===== src/rtl/alu_req_arbiter_pkg.sv =====
// Shared definitions for the two-requester ALU arbiter.
//   state_e        : arbiter FSM state encoding (2-bit)
//   Unit*          : ALU_FUNC[3:2] unit-select codes of the shared ALU
//   TimeoutDefault : default WAIT-cycle budget before an error response
package alu_req_arbiter_pkg;

  typedef enum logic [1:0] {
    StIdle  = 2'b00,
    StIssue = 2'b01,
    StWait  = 2'b10,
    StResp  = 2'b11
  } state_e;

  localparam logic [1:0] UnitArith = 2'b00;
  localparam logic [1:0] UnitLogic = 2'b01;
  localparam logic [1:0] UnitCmp   = 2'b10;
  localparam logic [1:0] UnitShift = 2'b11;

  localparam int unsigned TimeoutDefault = 8;

endpackage


===== src/rtl/alu_req_arbiter_rr_arb2.sv =====
// Two-input round-robin grant, purely combinational.
//   req         : request vector, bit i = requester i
//   last_served : requester served most recently
//   gnt         : one-hot grant (all zero when no request)
module rr_arb2 (
  input  logic [1:0] req,
  input  logic       last_served,
  output logic [1:0] gnt
);

  always_comb begin
    gnt = req;
    // On a tie the requester that was not served last wins.
    if (req == 2'b11) begin
      gnt = last_served ? 2'b01 : 2'b10;
    end
  end

endmodule


===== src/rtl/alu_req_arbiter.sv =====
// Shares one registered ALU between two requesters.
// Round-robin arbitration in IDLE, operand/function latch, one-cycle ALU_EN in ISSUE,
// bounded wait for ALU_VALID in WAIT, one-cycle response pulse in RESP.
//   CLK, RST                  : clock, asynchronous active-low reset
//   REQ0/A0/B0/FUNC0          : requester 0 request level, operands, function
//   REQ1/A1/B1/FUNC1          : requester 1, same meaning
//   GNT                       : one-hot grant pulse (high during ISSUE)
//   RESP_VALID                : one-hot response pulse (high during RESP)
//   RESP_DATA, RESP_ERR       : result and timeout flag, held until next capture
//   ALU_A, ALU_B, ALU_FUNC    : latched operands/function to the ALU
//   ALU_EN                    : ALU enable
//   ALU_OUT, ALU_VALID        : registered ALU result and its valid flag
module alu_req_arbiter
  import alu_req_arbiter_pkg::*;
#(
  parameter int unsigned IN_DATA_WIDTH  = 16,
  parameter int unsigned OUT_DATA_WIDTH = 16,
  parameter int unsigned TIMEOUT        = TimeoutDefault,
  parameter int unsigned TO_CNT_W       = 3
) (
  input  logic                      CLK,
  input  logic                      RST,
  input  logic                      REQ0,
  input  logic [IN_DATA_WIDTH-1:0]  A0,
  input  logic [IN_DATA_WIDTH-1:0]  B0,
  input  logic [3:0]                FUNC0,
  input  logic                      REQ1,
  input  logic [IN_DATA_WIDTH-1:0]  A1,
  input  logic [IN_DATA_WIDTH-1:0]  B1,
  input  logic [3:0]                FUNC1,
  output logic [1:0]                GNT,
  output logic [1:0]                RESP_VALID,
  output logic [OUT_DATA_WIDTH-1:0] RESP_DATA,
  output logic                      RESP_ERR,
  output logic [IN_DATA_WIDTH-1:0]  ALU_A,
  output logic [IN_DATA_WIDTH-1:0]  ALU_B,
  output logic [3:0]                ALU_FUNC,
  output logic                      ALU_EN,
  input  logic [OUT_DATA_WIDTH-1:0] ALU_OUT,
  input  logic                      ALU_VALID
);

  localparam logic [TO_CNT_W-1:0] CntMax = TO_CNT_W'(TIMEOUT - 1);

  state_e                    state_q, state_d;
  logic                      owner_q, owner_d;
  logic                      last_served_q, last_served_d;
  logic [TO_CNT_W-1:0]       cnt_q, cnt_d;
  logic [IN_DATA_WIDTH-1:0]  alu_a_q, alu_a_d;
  logic [IN_DATA_WIDTH-1:0]  alu_b_q, alu_b_d;
  logic [3:0]                alu_func_q, alu_func_d;
  logic [OUT_DATA_WIDTH-1:0] resp_data_q, resp_data_d;
  logic                      resp_err_q, resp_err_d;

  logic [1:0] win;

  rr_arb2 u_rr_arb2 (
    .req        ({REQ1, REQ0}),
    .last_served(last_served_q),
    .gnt        (win)
  );

  always_comb begin
    state_d       = state_q;
    owner_d       = owner_q;
    last_served_d = last_served_q;
    cnt_d         = cnt_q;
    alu_a_d       = alu_a_q;
    alu_b_d       = alu_b_q;
    alu_func_d    = alu_func_q;
    resp_data_d   = resp_data_q;
    resp_err_d    = resp_err_q;

    unique case (state_q)
      StIdle: begin
        if (win != 2'b00) begin
          owner_d    = win[1];
          alu_a_d    = win[1] ? A1 : A0;
          alu_b_d    = win[1] ? B1 : B0;
          alu_func_d = win[1] ? FUNC1 : FUNC0;
          state_d    = StIssue;
        end
      end
      StIssue: begin
        cnt_d   = '0;
        state_d = StWait;
      end
      StWait: begin
        if (ALU_VALID) begin
          resp_data_d = ALU_OUT;
          resp_err_d  = 1'b0;
          state_d     = StResp;
        end else if (cnt_q == CntMax) begin
          resp_data_d = '0;
          resp_err_d  = 1'b1;
          state_d     = StResp;
        end else begin
          cnt_d = cnt_q + 1'b1;
        end
      end
      StResp: begin
        last_served_d = owner_q;
        state_d       = StIdle;
      end
      default: state_d = StIdle;
    endcase
  end

  always_ff @(posedge CLK or negedge RST) begin
    if (!RST) begin
      state_q       <= StIdle;
      owner_q       <= 1'b0;
      last_served_q <= 1'b1;
      cnt_q         <= '0;
      alu_a_q       <= '0;
      alu_b_q       <= '0;
      alu_func_q    <= '0;
      resp_data_q   <= '0;
      resp_err_q    <= 1'b0;
    end else begin
      state_q       <= state_d;
      owner_q       <= owner_d;
      last_served_q <= last_served_d;
      cnt_q         <= cnt_d;
      alu_a_q       <= alu_a_d;
      alu_b_q       <= alu_b_d;
      alu_func_q    <= alu_func_d;
      resp_data_q   <= resp_data_d;
      resp_err_q    <= resp_err_d;
    end
  end

  // Pulses are decoded from registered state only, so no input reaches an output.
  assign GNT        = (state_q == StIssue) ? {owner_q, ~owner_q} : 2'b00;
  assign RESP_VALID = (state_q == StResp)  ? {owner_q, ~owner_q} : 2'b00;
  assign ALU_EN     = (state_q == StIssue);
  assign ALU_A      = alu_a_q;
  assign ALU_B      = alu_b_q;
  assign ALU_FUNC   = alu_func_q;
  assign RESP_DATA  = resp_data_q;
  assign RESP_ERR   = resp_err_q;

endmodule


===== config.mk =====
export PLATFORM = sky130hd
export DESIGN_NAME = alu_req_arbiter
export DESIGN_NICKNAME = d
export VERILOG_FILES = /design/src/rtl/alu_req_arbiter_pkg.sv /design/src/rtl/alu_req_arbiter_rr_arb2.sv /design/src/rtl/alu_req_arbiter.sv
export SDC_FILE = /design/constraint.sdc
export NUM_CORES = 1
export LEC_CHECK = 0
export ABC_AREA = 1
export BUFFER_PORTS_ARGS = -buffer_cell sky130_fd_sc_hd__buf_2
export CORE_MARGIN = 3
export CORE_UTILIZATION = 35
export DETAILED_ROUTE_END_ITERATION = 10
export PLACE_DENSITY = 0.74
export SYNTH_ARGS = -nofsm -noshare
export SYNTH_HDL_FRONTEND = slang
export SYNTH_SLANG_ARGS = --single-unit

===== constraint.sdc =====
create_clock -name CLK -period 1.75 [get_ports CLK]
set_input_delay 0.525 -clock CLK [delete_from_list [all_inputs] [get_ports CLK]]
set_output_delay 0.525 -clock CLK [all_outputs]
set_load 0.02 [all_outputs]

* Yosys cells after proc, flatten, opt, wreduce, memory -nomap -nowiden
Index checks and enable logic that the tools add are counted.
** Storage, ports and cells
- Flip-flop bits (word level) :: 60
- Output and inout port bits :: 58
- Word-level logic and storage cells :: 46
** Operators by class
- $add $sub $neg :: 1
- Eq/ne operators :: 9
- Mux-type cells :: 18
- Bitwise gates (word level) :: 1
- Reductions and logical operators :: 8
** Operators by type and width (number)
- 16-bit 2-to-1 mux :: 4
- 2-bit 2-to-1 mux :: 7
- 2-bit case mux with 4 select lines :: 1
- 2-bit == test (second input constant) :: 3
- 3-bit 2-to-1 mux :: 2
- 2-bit != test (second input constant) :: 3
- 3-bit case mux with 2 select lines :: 1
- 2-bit AND reduction :: 3
- 2-bit nonzero test :: 3
- 4-bit 2-to-1 mux :: 1
- 3-bit by 1-bit adder with 3-bit output (second input constant) :: 1
- 3-bit == test (second input constant) :: 1
- 3-bit != test (second input constant) :: 1
- 3-bit AND reduction :: 1
- 2-bit by 1-bit == test with 1-bit output (second input constant) :: 1
- 2-bit logical NOT :: 1
- 1-bit 2-to-1 mux :: 2
- 1-bit NOT :: 1

* Depth between registers and ports, before layout
Gate-level depths: netlist of the first run.
- Word-level depth :: 5
- Depth in mapped cells :: 7

* By module
Synthesis of the first run repeated with hierarchy kept, for this count alone.
** Second synthesis, totals
- Cells, all modules :: 402
- Area, all modules :: 3052.9 sq um
** Modules (own cells, without submodules)
- alu_req_arbiter :: instances 1, cells each 397, area an instance 3031.7 sq um, seq. area each 1502.7 sq um
- rr_arb2 :: instances 1, cells each 5, area an instance 21.3 sq um, seq. area each 0.0 sq um

* Worst setup path before layout of the first run
No wires, ideal clock.
- Kind :: register to output
- From :: reg state_q[1]
- To :: out GNT[0]
- Arrival :: 1.121 ns
- Data required time :: 1.225 ns
- Path slack :: 0.104 ns
- Cell stages (with the launch flop) :: 5
- Cell sequence :: dfrtp_1 > inv_1 > ha_1 > inv_1 > nor2_1
** Between the ends
- Word-level cells in the longest chain between the ends :: 2
** RTL lines
- start, declared :: RTL line alu_req_arbiter.sv:45 : state_e state_q, state_d;
- start signal, assigned :: RTL line alu_req_arbiter.sv:111 : state_q <= StIdle;
- start signal, assigned :: RTL line alu_req_arbiter.sv:121 : state_q <= state_d;
- 2-bit by 1-bit == test with 1-bit output
- via ALU_EN :: RTL line alu_req_arbiter.sv:38 : output logic ALU_EN,
- 2-bit 2-to-1 mux :: RTL line alu_req_arbiter.sv:134 : assign GNT = (state_q == StIssue) ? {owner_q, ~owner_q} : 2'b00;
- end, declared :: RTL line alu_req_arbiter.sv:31 : output logic [1:0] GNT,
The timed path passes the listed nets, and every way through them passes these cells.

* Final worst setup path of the first run
- From :: reg state_q[1]
- To :: out GNT[0]
** Between the ends
- Word-level cells in the longest chain between the ends :: 2
** RTL lines (RTL line)
- 2-bit by 1-bit == test with 1-bit output :: alu_req_arbiter.sv:134
- 2-bit 2-to-1 mux :: alu_req_arbiter.sv:134
No other way between the ends.

==> impl_metrics.csv, run 1 <==
group,metric,value,unit
worst_setup_path,crit_buf_inv,3,
global_routing,grt-ovfl-total,0,
sta,rsz0062_at_grt,"yes",
clock_tree,clock-sinks,60,
finish,stdcell_area,4190,sq um
worst_setup_path,start_kind,"register",
worst_setup_path,cp-startpoint,"state_q[1]",
clock_tree,hold_buffers,0,
placement,gp_congestion,0.826,
sta,max-slew-margin-rel,66.5,%
finish,drive_gt1_share,35.5,%
finish,regArea,1500,sq um
global_routing,grtUsageTotal,17.5,%
yosys,syn_area_per_cell,7.53,sq um
route,vias,3135,
power,power_density,1690,nW/um^2
sta,final.min_clock_period,1770,ps
die,fp.dieH,99.2,um
worst_setup_path,cp_slowest_stage_delay,420,ps
worst_setup_path,r2r_cells,8,
global_routing,grt_pass1_wl,13.9,mm
finish,finalNonFillerCells,668,
die,dieWidth,99.2,um
route,drtIter0Drc,86,
yosys,yosysWarnings,0,
sta,tightest_slew,502,ps
power,p_leak,0.00255,uW
die,initial_utilization,36.5,%
sta,maxSlewViolCount,0,
route,drt_first_pass_iters,4,
route,wl_per_cell,12.6,um
worst_hold_path,min_path_type,"in -> async",
placement,dp_hpwl,6.26,mm
yosys,syn_nets,504,
worst_setup_path,slowest_stage,"dfrtp_1",
worst_setup_path,regToRegEndpoint,"cnt_q[1]",
die,core_region_area,8340,sq um
worst_setup_path,cp_data_required_time,1220,ps
worst_setup_path,rrSetupSlack,150,ps
yosys,synth_area,3040,sq um
outcome,violations,"setup timing",
die,fp-row-count,33,
sta,fin_crit_sh,101,%
worst_setup_path,critPathTopFamily,"flip-flops",
finish,nNetsFinal,658,
finish,fin_util,50.2,%
worst_setup_path,worst-setup-path-type,"reg -> out",
clock_tree,cts-root-buf,"clkbuf_8",
route,drt_wl_total,8.42,mm
worst_setup_path,arrival,1240,ps
worst_setup_path,cp.depth,5,
worst_setup_path,end_kind,"output port",
worst_setup_path,crit_end,"GNT[0]",
finish,most-common-layout-cells,"nand2_1, buf_2, nand3_1, dfrtp_1, buf_4",
global_routing,antenna_found_initial,0,
yosys,synthCells,404,
power,peakVddDrop,539,uV
clock_tree,cts_tree,"done",
route,ant_nets,0,
yosys,yosysSeqAreaShare,49.4,%
route,drc,0,
finish,n_fill_cell,852,
route,vias_per_cell,4.69,
sta,hold_violations,0,
worst_setup_path,cp_cell_sequence,"inv_2 -> ha_4 -> inv_2 -> nor2_4 -> buf_6",
clock_tree,cts_buffers,9,
sta,max_freq,0.567,GHz
sta,setup_viol,5,
run,max_cap_viol_count,0,
outcome,outcome,"complete, but fails checks",
die,ioPinCount,151,
yosys,ys_ff_latch,60,
yosys,synthDistinctLibCells,17,
global_routing,grt_pass1_vias,3047,
placement,numPortBuffers,150,
worst_setup_path,worst_path_most_repeated_cell,"inv_2",
finish,syn2layout_area_growth,37.8,%
global_routing,grt_max_degree,39,
sta,worst_slack,-15.1,ps
worst_setup_path,r2r-start,"state_q[0]",
clock_tree,insertion_delay,330,ps
placement,place_area,3890,sq um
sta,fin_worst_skew,12.8,ps
clock_tree,clk_pin_slew_worst_paths,70,ps
finish,num_antenna_cells,0,
die,die_area,9840,sq um
clock_tree,clock_path_buffers,2,
finish,mostFrequentLayoutCell,"nand2_1",
finish,multi_input_area,1370,sq um
clock_tree,h-tree-depth,3,
worst_setup_path,critPathMaxFanout,3,
placement,dp.cells,648,
power breakdown:
group          total [uW]  switching, uW  internal [uW]
logic                3430           2200           1230
registers            2380            360           2020
clock network        1260            532            731
registers in the layout (all words and copies together) (netlist names):
register	cells
ALU_A	16
ALU_B	16
ALU_FUNC	4
RESP_DATA	16
RESP_ERR	1
cnt_q	3
last_served_q	1
owner_q	1
state_q	2
cell type report:
type / instances / area share, %
Clock buffer: 12 / 3.70
Clock inverter: 4 / 1.13
Inverter: 12 / 1.10
Multi-Input combinational cell: 308 / 32.8
Sequential cell: 60 / 35.9
Tap cell: 105 / 3.14
Timing Repair Buffer: 167 / 22.3
cell families (layout without fill, tap and decap cells):
logic type | Yosys count | count (layout) | share of synthesized area [%]
buffers and inverters | 36 | 195 | 6.50
flip-flops | 60 | 60 | 49.4
AO/OA/AOI/OAI | 6 | 6 | 0.988
adder cells (fa/ha/maj) | 7 | 7 | 2.88
AND/OR/NAND/NOR | 295 | 295 | 40.2
per-layer routing:
layer / up-vias / GRT usage [%] / wire length [um]
met4: 0 / 5.57 / 117
met2: 116 / 29.5 / 4060
met3: 14 / 4.98 / 622
li1: 1580 / - / -
met5: - / 0 / 0
met1: 1425 / 21.6 / 3630
cell usage after synthesis:
cell / instances / share of area [%]
or2_2: 1 / 0.21
clkinv_2: 1 / 0.16
o21ai_0: 6 / 0.99
nand2_4: 1 / 0.37
nand2_1: 213 / 26
buf_2: 16 / 2.6
nand4_1: 1 / 0.21
nor2_1: 4 / 0.49
nand3_2: 1 / 0.33
inv_1: 11 / 1.4
dfstp_2: 1 / 0.86
dfrtp_1: 59 / 49
ha_1: 7 / 2.9
nand3_1: 71 / 12
nand2_2: 3 / 0.62
buf_4: 5 / 1.2
buf_6: 3 / 1.1
worst min path at each step:
stage / start / endpoint / cells after the start
finish: RST / state_q[1] / 1
global route: RST / cnt_q[2] / 1
CTS: RST / state_q[1] / 1
detailed placement: ALU_B[1] / ALU_B[1] / 2
global placement: ALU_A[7] / ALU_A[7] / 2
floorplan: RST / ALU_A[0] / 0
metrics by stage:
stage          hold slack [ps]  power, uW  TNS [ps]  setup slack, ps
2_1_floorplan              229       4560         0              104
3_3_place_gp               459       5570         0              201
3_5_place_dp               461       5660         0              155
4_1_cts                    146       7100      -159            -51.1
5_1_grt                    167       7660      -405            -88.5
6_report                   157       7070     -60.7            -15.1
timing repair:
| action | in CTS | in global routing |
|---|---|---|
| endpoints found under the hold margin | 0 | 0 |
| buffers inserted | 4 | 0 |
| endpoints found under the setup margin | 5 | 5 |
| resized for setup | 15 | 8 |
| pin swaps | 1 | 3 |
(Power assumes the default switching activity.)
==> run 2: changes to the inputs <==
GPL_TIMING_DRIVEN = 1   (was not set)
REMOVE_ABC_BUFFERS = 1   (was not set)
==> run 2 against run 1 <==
The run still ends with setup timing left. Core utilization is 0.48 points lower. Final area is 0.96% lower. Register-to-register slack worse by 30 ps. Power is 0.52% higher. Global-route usage is 0.49 points lower. Worst setup slack better by 2.8 ps. Final cell count is 0.45% lower. Via count is 1.5% lower. Fmax is 0.16% higher. Worst hold slack better by 25 ps. Sequential cell count stayed put. Clock power is 9% higher. Critical path type unchanged. Largest cell class unchanged. Largest power group unchanged.
==> impl_metrics.csv, run 2 (synthesis gave the netlist of run 1 again) <==
group,metric,value,unit
clock_tree,clock_path_buffers,2,
power,p_leak,0.00253,uW
clock_tree,cts_buffers,9,
finish,most-common-layout-cells,"nand2_1, buf_2, nand3_1, dfrtp_1, buf_4",
die,fp-row-count,33,
worst_setup_path,arrival,1240,ps
worst_setup_path,cp_cell_sequence,"inv_2 -> ha_4 -> inv_2 -> nor2_1 -> buf_4",
route,drc,0,
sta,worst_slack,-12.3,ps
worst_setup_path,critPathTopFamily,"flip-flops",
worst_setup_path,regToRegEndpoint,"cnt_q[0]",
placement,place_area,3870,sq um
route,ant_nets,0,
die,dieWidth,99.2,um
worst_setup_path,r2r_cells,7,
die,core_region_area,8340,sq um
worst_setup_path,crit_buf_inv,3,
worst_setup_path,cp_data_required_time,1220,ps
clock_tree,clk_pin_slew_worst_paths,70,ps
placement,dp_hpwl,6.24,mm
die,die_area,9840,sq um
sta,final.min_clock_period,1760,ps
sta,fin_tns_setup,-20.2,ps
clock_tree,clock-sinks,60,
worst_setup_path,cp_slowest_stage_delay,420,ps
finish,nNetsFinal,654,
finish,mostFrequentLayoutCell,"nand2_1",
sta,hold_violations,0,
power,peakVddDrop,653,uV
global_routing,grt_pass1_vias,2786,
finish,n_fill_cell,831,
placement,gp_congestion,0.809,
placement,numPortBuffers,150,
clock_tree,cts-root-buf,"clkbuf_8",
worst_hold_path,min_path_type,"in -> async",
outcome,outcome,"complete, but fails checks",
sta,maxSlewViolCount,0,
sta,rsz0062_at_grt,"yes",
outcome,violations,"setup timing",
worst_setup_path,rrSetupSlack,120,ps
sta,max_freq,0.567,GHz
global_routing,antenna_found_initial,0,
clock_tree,insertion_delay,330,ps
finish,drive_gt1_share,34.5,%
sta,setup_viol,2,
worst_setup_path,slowest_stage,"dfrtp_1",
route,wl_per_cell,12.5,um
worst_setup_path,worst_path_most_repeated_cell,"inv_2",
worst_setup_path,end_kind,"output port",
finish,syn2layout_area_growth,36.5,%
worst_setup_path,critPathMaxFanout,4,
route,vias,3087,
finish,regArea,1500,sq um
global_routing,grt_max_degree,61,
die,ioPinCount,151,
clock_tree,cts_tree,"done",
route,vias_per_cell,4.64,
die,fp.dieH,99.2,um
worst_setup_path,worst-setup-path-type,"reg -> out",
sta,fin_worst_skew,8.38,ps
finish,stdcell_area,4150,sq um
global_routing,grtUsageTotal,17.0,%
sta,max-slew-margin-rel,75.5,%
sta,tightest_slew,368,ps
die,initial_utilization,36.5,%
worst_setup_path,r2r-start,"state_q[0]",
power,total_power,7110,uW
clock_tree,h-tree-depth,3,
global_routing,grt-ovfl-total,0,
route,drt_first_pass_iters,4,
route,drt_wl_total,8.28,mm
worst_setup_path,start_kind,"register",
run,max_cap_viol_count,0,
route,drtIter0Drc,111,
sta,fin_crit_sh,101,%
power,power_density,1710,nW/um^2
finish,multi_input_area,1360,sq um
global_routing,grt_pass1_wl,13.3,mm
==> run 2: routing by layer <==
metal | share of wire [%] | track usage [%] | up-vias | wire length (um)
li1 | - | - | 1571 | -
met1 | 45 | 22.3 | 1362 | 3700
met2 | 45 | 27.0 | 145 | 3730
met3 | 9.0 | 4.35 | 9 | 749
met4 | 1.3 | 6.30 | 0 | 109
met5 | 0 | 0 | - | 0
==> run 2: how the worst max path moves through the flow <==
stage,start,endpoint,slack (ps),depth (start not counted)
after CTS,state_q[0],RESP_VALID[1],-40,4
after floorplan,REQ0,ALU_A[0],-390,6
after detailed placement,state_q[0],cnt_q[0],100,7
after global routing,state_q[1],GNT[0],-90,5
final,state_q[1],GNT[0],-10,5
after global placement,REQ1,ALU_A[1],260,8
==> run 2: what timing repair did <==
| action | in CTS | in global routing |
|---|---|---|
| resized for setup | 9 | 6 |
| pin swaps | 0 | 2 |
| buffers inserted | 2 | 1 |
| hold buffers | 0 | 0 |
| gates cloned | 0 | 0 |
| endpoints found under the setup margin | 5 | 5 |
==> run 2: power breakdown <==
| group | switching (uW) | internal (uW) |
|---|---|---|
| clock | 526 | 840 |
| combinational | 2150 | 1190 |
| sequential | 374 | 2020 |
==> run 2: area by class of cell <==
type | instances | share of cell area [%]
multi-input combinational | 308 | 32.7
antenna | 1 | 0.0603
clock inverter | 4 | 1.75
inverter | 12 | 1.12
timing repair buffer | 163 | 21.5
tap | 105 | 3.17
sequential | 60 | 36.2
clock buffer | 12 | 3.50
==> run 2: per-stage QoR <==
stage	setup slack (ps)	utilization, %	cells	hold WS, ps
2_1_floorplan	-387	-	380	229
3_3_place_gp	257	46.4	645	459
3_5_place_dp	96.4	46.4	645	461
4_1_cts	-35.5	49.5	663	196
5_1_grt	-89.9	49.7	664	210
6_report	-12.3	49.8	665	182
==> run 3: changes to the inputs <==
CORE_MARGIN = 10   (was 3)
==> run 3 against run 2 <==
The flow still finishes with violations (setup timing). Critical path depth is 1 lower. Worst setup slack worse by 4.8 ps. Count of clock-buffer cells in the layout is 1 higher. Critical path type unchanged. Largest cell class unchanged.
==> impl_metrics.csv, run 3 (synthesis gave the netlist of run 1 again) <==
group,metric,value,unit
outcome,outcome,"complete, but fails checks",
outcome,violations,"setup timing",
run,max_cap_viol_count,0,
worst_setup_path,cp_slowest_stage_delay,440,ps
die,fp.dieH,113,um
power,p_leak,0.00251,uW
finish,nNetsFinal,650,
clock_tree,h-tree-depth,3,
sta,max-slew-margin-rel,74.8,%
worst_setup_path,cp_data_required_time,1220,ps
worst_setup_path,cp_cell_sequence,"ha_2 -> nand2_1 -> inv_1 -> buf_4",
placement,dp_slack,163,ps
route,drtIter0Drc,252,
finish,most-common-layout-cells,"nand2_1, buf_2, nand3_1, dfrtp_1, clkbuf_8",
finish,stdcell_area,4090,sq um
route,drt_first_pass_iters,5,
sta,worst_slack,-17.1,ps
route,drc,0,
power,power_density,1680,nW/um^2
worst_setup_path,r2r_cells,7,
global_routing,grt_pass1_wl,14.9,mm
worst_hold_path,min_path_type,"in -> async",
finish,fin_util,49.0,%
route,drt_wl_total,9.07,mm
placement,place_area,3860,sq um
clock_tree,clock-sinks,60,
clock_tree,cts_buffers,9,
finish,regArea,1500,sq um
placement,gp_congestion,0.822,
placement,numPortBuffers,150,
die,core_region_area,8340,sq um
global_routing,grt_max_degree,61,
sta,max_freq,0.566,GHz
worst_setup_path,rrSetupSlack,170,ps
power,peakVddDrop,704,uV
route,ant_nets,0,
clock_tree,hold_buffers,0,
sta,rsz0062_at_grt,"yes",
global_routing,grt_pass1_vias,3181,
finish,num_antenna_cells,0,
sta,tightest_slew,378,ps
finish,syn2layout_area_growth,34.4,%
worst_setup_path,slowest_stage,"dfrtp_2",
worst_setup_path,regToRegEndpoint,"cnt_q[1]",
worst_setup_path,arrival,1240,ps
die,ioPinCount,151,
worst_setup_path,end_kind,"output port",
placement,dp_hpwl,7.01,mm
global_routing,antenna_found_initial,0,
clock_tree,cts_setup_buffers,0,
clock_tree,clk_pin_slew_worst_paths,70,ps
sta,fin_crit_sh,101,%
sta,fin_worst_skew,10.6,ps
finish,mostFrequentLayoutCell,"nand2_1",
sta,setup_viol,2,
worst_setup_path,critPathMaxFanout,4,
global_routing,grtUsageTotal,13.9,%
clock_tree,insertion_delay,320,ps
finish,multi_input_area,1360,sq um
sta,hold_violations,0,
die,dieWidth,113,um
finish,drive_gt1_share,33.4,%
power,total_power,6880,uW
worst_setup_path,start_kind,"register",
clock_tree,cts_tree,"done",
finish,n_fill_cell,843,
sta,final.min_clock_period,1770,ps
die,fp-row-count,33,
worst_setup_path,r2r-start,"state_q[0]",
sta,maxSlewViolCount,0,
route,vias_per_cell,4.62,
die,initial_utilization,36.5,%
clock_tree,cts-root-buf,"clkbuf_8",
die,die_area,12800,sq um
clock_tree,clock_path_buffers,2,
route,wl_per_cell,13.8,um
global_routing,grt-ovfl-total,0,
worst_setup_path,worst-setup-path-type,"reg -> out",
route,vias,3042,
[run 3: timing repair]
item                                    CTS  global route
resized for setup                         9             5
pin swaps                                 0             2
endpoints found under the setup margin    5             7
[run 3: through the flow]
step                      TNS (ps)  hold WS, ps  std cells
final                        -27.8          189        659
after detailed placement         0          461        644
after global placement           0          457        644
after CTS                     -171          199        659
after floorplan             -13930          229        380
after global routing          -268          214        659
[run 3: layer usage]
metal | global-route usage, % | vias to the layer above | routed length, um
met1 | 16.6 | 1336 | 3960
li1 | - | 1561 | -
met4 | 4.82 | 0 | 92
met3 | 6.76 | 10 | 1080
met5 | 0 | - | 0
met2 | 21.3 | 135 | 3940
[run 3: power breakdown]
part | leakage (uW) | internal (uW) | switching, uW
combinational | 0.00166 | 1140 | 2180
sequential | 0.000752 | 2020 | 357
clock | 0.0000935 | 689 | 493
total | 0.00251 | 3850 | 3030
[run 3: worst max-delay path: cells and delay by family (launching register included)]
family	cells	cell delay, ps
adders and majority gates	1	200
buffers and inverters	2	190
DFF	1	440
and+or+nand+nor	1	90
[run 3: how the worst max path moves through the flow]
stage,startpoint,endpoint,slack [ps]
after floorplan,REQ0,ALU_A[0],-390
after global placement,REQ1,ALU_FUNC[0],210
after detailed placement,REQ1,ALU_FUNC[0],160
after CTS,state_q[0],RESP_VALID[0],-60
after global routing,state_q[1],GNT[0],-90
final,state_q[0],RESP_VALID[1],-20
[run 3: cell type report]
type | instances | share of cell area [%]
clock inverters | 2 | 0.857
inverters | 12 | 1.13
clock buffers | 13 | 3.64
flip-flops and latches | 60 | 36.8
well taps | 105 | 3.21
repair buffers | 159 | 21.1
multi-input cells | 308 | 33.3
